$ cat config.mk
export PLATFORM = sky130hd
export DESIGN_NAME = btn_conditioner
export DESIGN_NICKNAME = d
export VERILOG_FILES = /design/src/rtl/btn_conditioner.sv
export SDC_FILE = /design/constraint.sdc
export NUM_CORES = 1
export LEC_CHECK = 0
export BUFFER_PORTS_ARGS = -buffer_cell sky130_fd_sc_hd__buf_2
export CORE_ASPECT_RATIO = 0.7
export CORE_MARGIN = 1.5
export CORE_UTILIZATION = 42
export DETAILED_ROUTE_END_ITERATION = 6
export HOLD_SLACK_MARGIN = 0.06
export SLEW_MARGIN = 10
export SYNTH_ARGS = -nofsm -noshare
export SYNTH_HDL_FRONTEND = slang
export SYNTH_SLANG_ARGS = --single-unit
$ cat constraint.sdc
create_clock -name i_clk -period 3.2 [get_ports i_clk]
set_input_delay 0 -clock i_clk [delete_from_list [all_inputs] [get_ports i_clk]]
set_output_delay 0 -clock i_clk [all_outputs]
set_load 0.01 [all_outputs]
$ cat src/rtl/btn_conditioner.sv
// Purpose: synchronize and debounce the two raw push-buttons for the paddle stage.
// Latency: DB_CYCLES+2 rising edges from a held raw change to every registered output.
// Backpressure: none; outputs are held levels plus a one-clock press pulse, sampled at will.
//
// Ports:
//   i_clk     base clock, all state on its rising edge
//   i_rst_n   asynchronous active-low reset
//   i_btn_r   raw right button (active-high, asynchronous)
//   i_btn_l   raw left button (active-high, asynchronous)
//   o_btn_lr  debounced direction, bit 0 = right, bit 1 = left
//   o_active  high while either debounced button is pressed
//   o_press   one-clock pulse on any debounced 0->1 transition
//
// Optional build macro: BTN_LOCKOUT_EN -- when defined, both buttons held
// reports no direction (o_btn_lr = 2'b00); o_active/o_press are unaffected.

module btn_conditioner #(
    parameter int DB_CYCLES = 1000000,
    parameter int CNT_W     = $clog2(DB_CYCLES)
) (
    input  logic       i_clk,
    input  logic       i_rst_n,
    input  logic       i_btn_r,
    input  logic       i_btn_l,
    output logic [1:0] o_btn_lr,
    output logic       o_active,
    output logic       o_press
);

    // Terminal count: the change is accepted on the edge where the counter
    // has already seen DB_CYCLES-1 differing cycles and sees one more.
    localparam logic [CNT_W-1:0] CNT_MAX = CNT_W'(DB_CYCLES - 1);

    // Index 0 = right, index 1 = left throughout.
    logic [1:0]       s1_q, s1_d;
    logic [1:0]       s2_q, s2_d;
    logic [1:0]       stable_q, stable_d;
    logic [CNT_W-1:0] cnt_q [2];
    logic [CNT_W-1:0] cnt_d [2];
    logic [1:0]       btn_lr_q, btn_lr_d;
    logic             active_q, active_d;
    logic             press_q, press_d;

    always_comb begin
        s1_d     = {i_btn_l, i_btn_r};
        s2_d     = s1_q;
        stable_d = stable_q;
        for (int i = 0; i < 2; i++) begin
            // Any cycle that agrees with the accepted state restarts the
            // count, so a glitch shorter than DB_CYCLES leaves no trace.
            cnt_d[i] = '0;
            if (s2_q[i] != stable_q[i]) begin
                if (cnt_q[i] == CNT_MAX) begin
                    stable_d[i] = s2_q[i];
                end else begin
                    cnt_d[i] = cnt_q[i] + CNT_W'(1);
                end
            end
        end

        // Outputs are registered from the next stable value so they change
        // on the same edge as the stable bits themselves.
        active_d = |stable_d;
        press_d  = |(stable_d & ~stable_q);
`ifdef BTN_LOCKOUT_EN
        btn_lr_d = (&stable_d) ? 2'b00 : stable_d;
`else
        btn_lr_d = stable_d;
`endif
    end

    always_ff @(posedge i_clk or negedge i_rst_n) begin
        if (!i_rst_n) begin
            s1_q     <= '0;
            s2_q     <= '0;
            stable_q <= '0;
            cnt_q    <= '{default: '0};
            btn_lr_q <= '0;
            active_q <= 1'b0;
            press_q  <= 1'b0;
        end else begin
            s1_q     <= s1_d;
            s2_q     <= s2_d;
            stable_q <= stable_d;
            cnt_q    <= cnt_d;
            btn_lr_q <= btn_lr_d;
            active_q <= active_d;
            press_q  <= press_d;
        end
    end

    assign o_btn_lr = btn_lr_q;
    assign o_active = active_q;
    assign o_press  = press_q;

endmodule

==> impl_metrics.yaml, run 1 <==
clock_network:
  root_buffer: "clkbuf_8"
  clock_latency_ns: 0.29
  htreeDepth: 2
  ctsLongestPathBuffers: 2
  cts_tree: "yes"
  clk_pin_slew_ns: 0.09
  post_cts_buffers: 0
  cts_sinks: 48
  cts_buffers: 5
timing:
  worst_pin_slew_ns: 1.03
  setup_viol_count_final: 0
  whs_ns: 0.343
  slew_violations: 0
  relSlewSlack: 0.314
  skew_ns: 0.0110
  finalHoldViolCount: 0
  timing.final.crit_share: 0.611
  fmax_mhz: 512
  rsz0062_at_grt: "no"
  finalSetupTns_ns: 0
  min_period_ns: 1.95
critical_path:
  worst_ep_arrival_time_ns: 2.10
  slowest_stage: "or2_1"
  worst_ep_required_time_ns: 3.35
  slowest_delay_ns: 0.58
  cp_cell_sequence: "nand4_1, or3_1, nor3_2, or2_1, nor2_1"
  crit_path_end_kind: "register"
  reg2regPathDepth: 5
  crit_start: "cnt_q[14]"
  crit_path_max_fanout: 19
  r2r-end: "cnt_q[8]"
  r2r_slack_ns: 1.25
  timing.rr.start: "cnt_q[14]"
  start_kind: "register"
  worstSetupPathType: "register to register"
yosys:
  synthCells: 212
  avgSynthCellArea_um2: 10.5
  synth_edf_count: 0
  synth_nets: 218
  yosysUniqueCellTypes: 31
  synthArstFlopShare: 1.00
  ys_ff_latch: 48
  ys_seq_area_frac: 0.542
  synth_ff_type: "dfrtp_1"
  synth_area_um2: 2220
  yosysWarnings: 0
global_routing:
  grt_pass1_vias: 1325
  grt_use_total: 0.145
  grt_max_degree: 49
  grt_pass1_wl_mm: 6.58
  grt_antenna_before_repair: 0
  grt_overflow: 0
finish:
  instances_no_fill: 296
  area_delta_synth_final_pct: 11.3
  mostFrequentLayoutCells: "48 x dfrtp_1, 46 x nor2_1, 22 x xor2_1"
  nets: 232
  layout.cells.most_common: "dfrtp_1"
  layout-drive-gt1-share: 0.101
  fillers: 452
  antenna_cells: 0
pwr:
  power_leakage_nw: 1.06
  switching_share: 0.210
  p_per_area_nw_per_um2: 452
  ir_drop_uv: 444
  p_switching_uw: 234
  pwr-share-comb: 0.033
  seqPwrFrac: 0.558
  intPower_uw: 881
  p_clk_frac: 0.408
place:
  io_buffers: 7
  place_congestion: 0.758
  dpl.hpwl_mm: 2.59
  dp_cells: 285
drt:
  vias: 1411
  via_per_inst: 4.77
  drt_iter0_drc: 118
  drcViolationCount: 0
  drt-total-wl_mm: 3.76
  dr.pass1.iters: 4
  wl_per_cell_um: 12.7
  ant_nets: 0
floorplanning:
  die_area_um2: 5730
  num_io_pins: 8
  fp.dieH_um: 63.8
  die_w_um: 89.8
  num_rows: 21
  initial_core_util: 0.451
  coreArea_um2: 4910
outcome:
  outcome: "completed"
min_path:
  hold_class: "input pin to register"
  hold_end: "s1_q[0]"
  min_path_cells: 2
  hold_path_startpoint: "i_btn_r"
run:
  maxCapViolations: 0
critical path: cells and delay by family, from the launching register on:
kind             cells  cell delay (ns)
AND/OR/NAND/NOR      5             1.39
flip-flops           1             0.42
metal layers:
metal	vias to the layer above	share of wire	global-route usage
li1	743	-	-
met2	14	0.38	0.186
met5	-	0	0
met4	0	0.0037	0.0238
met3	2	0.029	0.0393
met1	652	0.59	0.240
what timing repair did:
action | 4_1_cts | 5_1_grt
setup endpoints to repair | 0 | 0
endpoints found under the hold margin | 50 | 0
hold buffers | 3 | 0
gates resized for setup | 0 | 0
how the worst max path moves through the flow:
stage	endpoint	depth (start not counted)
after floorplan	o_active	4
after global placement	cnt_q[13]	5
after detailed placement	cnt_q[9]	5
after CTS	cnt_q[8]	5
after global routing	cnt_q[17]	5
final	cnt_q[8]	5
layout make-up:
class                      count  area [um2]  area share
multi-input combinational    159         985       0.399
clock buffer                   6        82.6      0.0335
inverter                       2        7.51     0.00304
clock inverter                 2        38.8      0.0157
sequential                    48        1200       0.487
tap                           69        86.3      0.0350
timing repair buffer          10        65.1      0.0264
Yosys cell counts, types with 2 or more instances:
| cell type | count | area share |
|---|---|---|
| nor2_1 | 46 | 0.078 |
| inv_1 | 2 | 0.0034 |
| xnor2_1 | 15 | 0.059 |
| dfrtp_1 | 48 | 0.54 |
| ha_1 | 2 | 0.011 |
| xor2_1 | 22 | 0.087 |
| buf_4 | 3 | 0.010 |
| or2_1 | 2 | 0.0056 |
| nor3_1 | 5 | 0.011 |
| nand3_1 | 17 | 0.038 |
| and2_1 | 2 | 0.0056 |
| nand2_1 | 13 | 0.022 |
| and3_1 | 6 | 0.017 |
| nand4_1 | 10 | 0.028 |
| nor4b_1 | 3 | 0.012 |
registers in the layout, summed over array words and instances (netlist names):
name / flops
cnt_q: 40
o_active: 1
o_btn_lr: 2
o_press: 1
s1_q: 2
s2_q: 2
cells by family after synthesis:
family | count (synthesis) | share of synthesized area
AND/OR/NAND/NOR | 115 | 0.267
flip-flops | 48 | 0.542
XOR/XNOR | 37 | 0.146
buffers and inverters | 5 | 0.0136
AO/OA/AOI/OAI | 3 | 0.00790
multiplexers | 2 | 0.0119
adder cells (fa/ha/maj) | 2 | 0.0113
metrics by stage:
step | instance area (um2) | power [mW] | utilization | worst slack, ns
after global placement | 2310 | 0.671 | 0.471 | 1.25
after global routing | 2470 | 1.17 | 0.502 | 1.08
after floorplan | 2220 | 0.652 | - | 1.52
after CTS | 2470 | 1.13 | 0.502 | 1.23
after detailed placement | 2310 | 0.670 | 0.471 | 1.23
final | 2470 | 1.11 | 0.502 | 1.25
power groups by stage:
stage | clock network (mW) | logic, mW | registers [mW]
final | 0.455 | 0.0370 | 0.623
after global placement | 0 | 0.0360 | 0.635
after CTS | 0.468 | 0.0386 | 0.623
after floorplan | 0 | 0.0197 | 0.633
after detailed placement | 0 | 0.0358 | 0.634
after global routing | 0.500 | 0.0436 | 0.624
(Power assumes the default switching activity.)
==> run 2: changes to the inputs <==
--- a/config.mk
+++ b/config.mk
@@ -5,6 +5,7 @@
 export SDC_FILE = /design/constraint.sdc
 export NUM_CORES = 1
 export LEC_CHECK = 0
+export ABC_AREA = 1
 export BUFFER_PORTS_ARGS = -buffer_cell sky130_fd_sc_hd__buf_2
 export CORE_ASPECT_RATIO = 0.7
 export CORE_MARGIN = 1.5
==> constraint.sdc (replaced) <==
create_clock -name i_clk -period 1.8 [get_ports i_clk]
set_input_delay 0 -clock i_clk [delete_from_list [all_inputs] [get_ports i_clk]]
set_output_delay 0 -clock i_clk [all_outputs]
set_load 0.01 [all_outputs]
==> run 2 against run 1 <==
Compared with the run above:
- synthesized cell count is 60% higher
- flip-flop and latch count unchanged
- clock-buffer cell count down 1
- global-route usage increased by 3.7 points
- sequential share of layout area is 7.1 points lower
- die area rose by 18%
- register-to-register slack got worse by 0.88 ns
- sequential power up 77%
- critical endpoint is now cnt_q[36]
- highest routed layer unchanged
==> impl_metrics.yaml, run 2 <==
outcome:
  outcome: "completed"
critical_path:
  crit_family: "simple AND/OR/NAND/NOR gates"
  worstSetupPathType: "register to register"
  start_kind: "register"
  crit_path_end_kind: "register"
  slowest_delay_ns: 0.38
  slowest_stage: "dfrtp_1"
  cp_cell_sequence: "ha_1, nand2_1, nor2_1, nand2_1, o21ai_0, nand3_1, nor2_1"
  worst_ep_required_time_ns: 2.05
  crit_path_max_fanout: 3
  cp.buffers_inverters: 0
  worst_ep_arrival_time_ns: 1.68
finish:
  ff_latch_area_um2: 1200
  design_area_um2: 2890
  multi_input_area_um2: 1270
  layout.cells.most_common: "nor2_1"
  nets: 363
  regMostFlops: "cnt_q"
  instances_no_fill: 433
  largest_reg_flops: 40
  final_util: 0.491
  antenna_cells: 0
  area_delta_synth_final_pct: 9.76
  mostFrequentLayoutCells: "84 x nor2_1, 72 x nand2_1, 48 x dfrtp_1"
  layout-drive-gt1-share: 0.109
  fillers: 606
drt:
  wl_per_cell_um: 12.9
  met1_length_mm: 3.15
  drt_iter0_drc: 144
  drcViolationCount: 0
  drt-total-wl_mm: 5.60
  ant_nets: 0
  met2_length_mm: 2.09
  top_layer: "met4"
  dr.pass1.iters: 4
  wl_met3_um: 316
  vias: 2101
  via_per_inst: 4.85
global_routing:
  grt_antenna_before_repair: 0
  grt_max_degree: 23
  grt_pass1_wl_mm: 9.65
  grt_overflow: 0
  grt_pass1_vias: 1946
  grt_use_total: 0.182
yosys:
  synth_ff_type: "dfrtp_1"
  yosysUniqueCellTypes: 26
  synthCells: 340
  synth_edf_count: 0
  ys_seq_area_frac: 0.457
  synth_area_um2: 2630
  yosys-top-cells-area: "dfrtp_1 46%, nor2_1 12%, nand2_1 10%, xor2_1 5.3%, inv_1 5.1%"
  synthArstFlopShare: 1.00
  post-synth-top-count-cell: "nor2_1"
  synth_common_cells: "84 x nor2_1, 72 x nand2_1, 48 x dfrtp_1"
  ys_ff_latch: 48
  synth_nets: 346
  synth_top_area_share: 0.457
  avgSynthCellArea_um2: 7.73
  synth.largest_area_cell: "dfrtp_1"
  yosysWarnings: 0
timing:
  skew_ns: 0.00766
  whs_ns: 0.190
  finalSetupTns_ns: 0
  relSlewSlack: 0.661
  fin_ws_ns: 0.362
  rsz0062_at_grt: "no"
  min_period_ns: 1.44
  setup_viol_count_final: 0
  fmax_mhz: 695
  worst_pin_slew_ns: 0.509
  finalHoldViolCount: 0
  timing.final.crit_share: 0.799
  slew_violations: 0
pwr:
  p_per_area_nw_per_um2: 643
  power_leakage_nw: 1.24
  power_mw: 1.86
  ir_drop_uv: 316
clock_network:
  cts_sinks: 48
  post_cts_buffers: 0
  clk_pin_slew_ns: 0.10
  ctsLongestPathBuffers: 2
  cts_tree: "yes"
  root_buffer: "clkbuf_8"
  htreeDepth: 2
  clock_latency_ns: 0.31
  cts_buffers: 5
place:
  io_buffers: 7
  dpl.hpwl_mm: 4.29
  place_area_um2: 2760
  dp_slack_ns: 0.380
  dp_cells: 422
  place_congestion: 0.878
floorplanning:
  die_area_um2: 6750
  num_rows: 23
  num_io_pins: 8
  coreArea_um2: 5870
  initial_core_util: 0.448
  fp.dieH_um: 69.2
  die_w_um: 97.6
min_path:
  hold_class: "input pin to async pin"
run:
  maxCapViolations: 0
==> run 2: timing repair <==
item	4_1_cts	5_1_grt
hold endpoints to repair	22	0
gates resized for setup	0	0
hold buffers	3	0
==> run 2: worst paths after layout <==
kind,startpoint,cells past startpoint,slack (ns),end
max in group asynchronous,i_rst_n,3,0.99,cnt_q[39]
min reg2reg,s1_q[0],0,0.36,s2_q[0]
max,cnt_q[20],7,0.36,cnt_q[36]
min,i_rst_n,2,0.19,cnt_q[28]
min in group i_clk,i_btn_r,2,0.33,s1_q[0]
max reg2reg,cnt_q[20],7,0.36,cnt_q[36]
==> run 2: cell families (layout without fill, tap and decap cells) <==
| group | after synthesis | in the layout | synth area share |
|---|---|---|---|
| simple gates | 218 | 218 | 0.378 |
| flops | 48 | 48 | 0.457 |
| compound gates | 7 | 7 | 0.0133 |
| fa+ha+maj | 2 | 2 | 0.00952 |
| xor+xnor | 25 | 25 | 0.0833 |
| buf+inv | 40 | 58 | 0.0585 |
==> run 2: layer usage <==
metal	vias to the layer above	track usage
li1	1084	-
met1	969	0.303
met2	41	0.229
met3	7	0.0423
met4	0	0.0476
met5	-	0
==> run 2: area by class of cell <==
type,instances,area share
clock buffer,5,0.0239
clock inverter,3,0.00824
inverter,38,0.0499
multi-input combinational,252,0.441
sequential,48,0.416
tap,75,0.0325
timing repair buffer,12,0.0278
==> run 2: power by group <==
part / leakage (nW) / total [mW] / switching, mW / internal [mW]
Clock: 0.0404 / 0.671 / 0.395 / 0.276
Combinational: 0.547 / 0.0800 / 0.0557 / 0.0243
Sequential: 0.656 / 1.10 / 0.0123 / 1.09
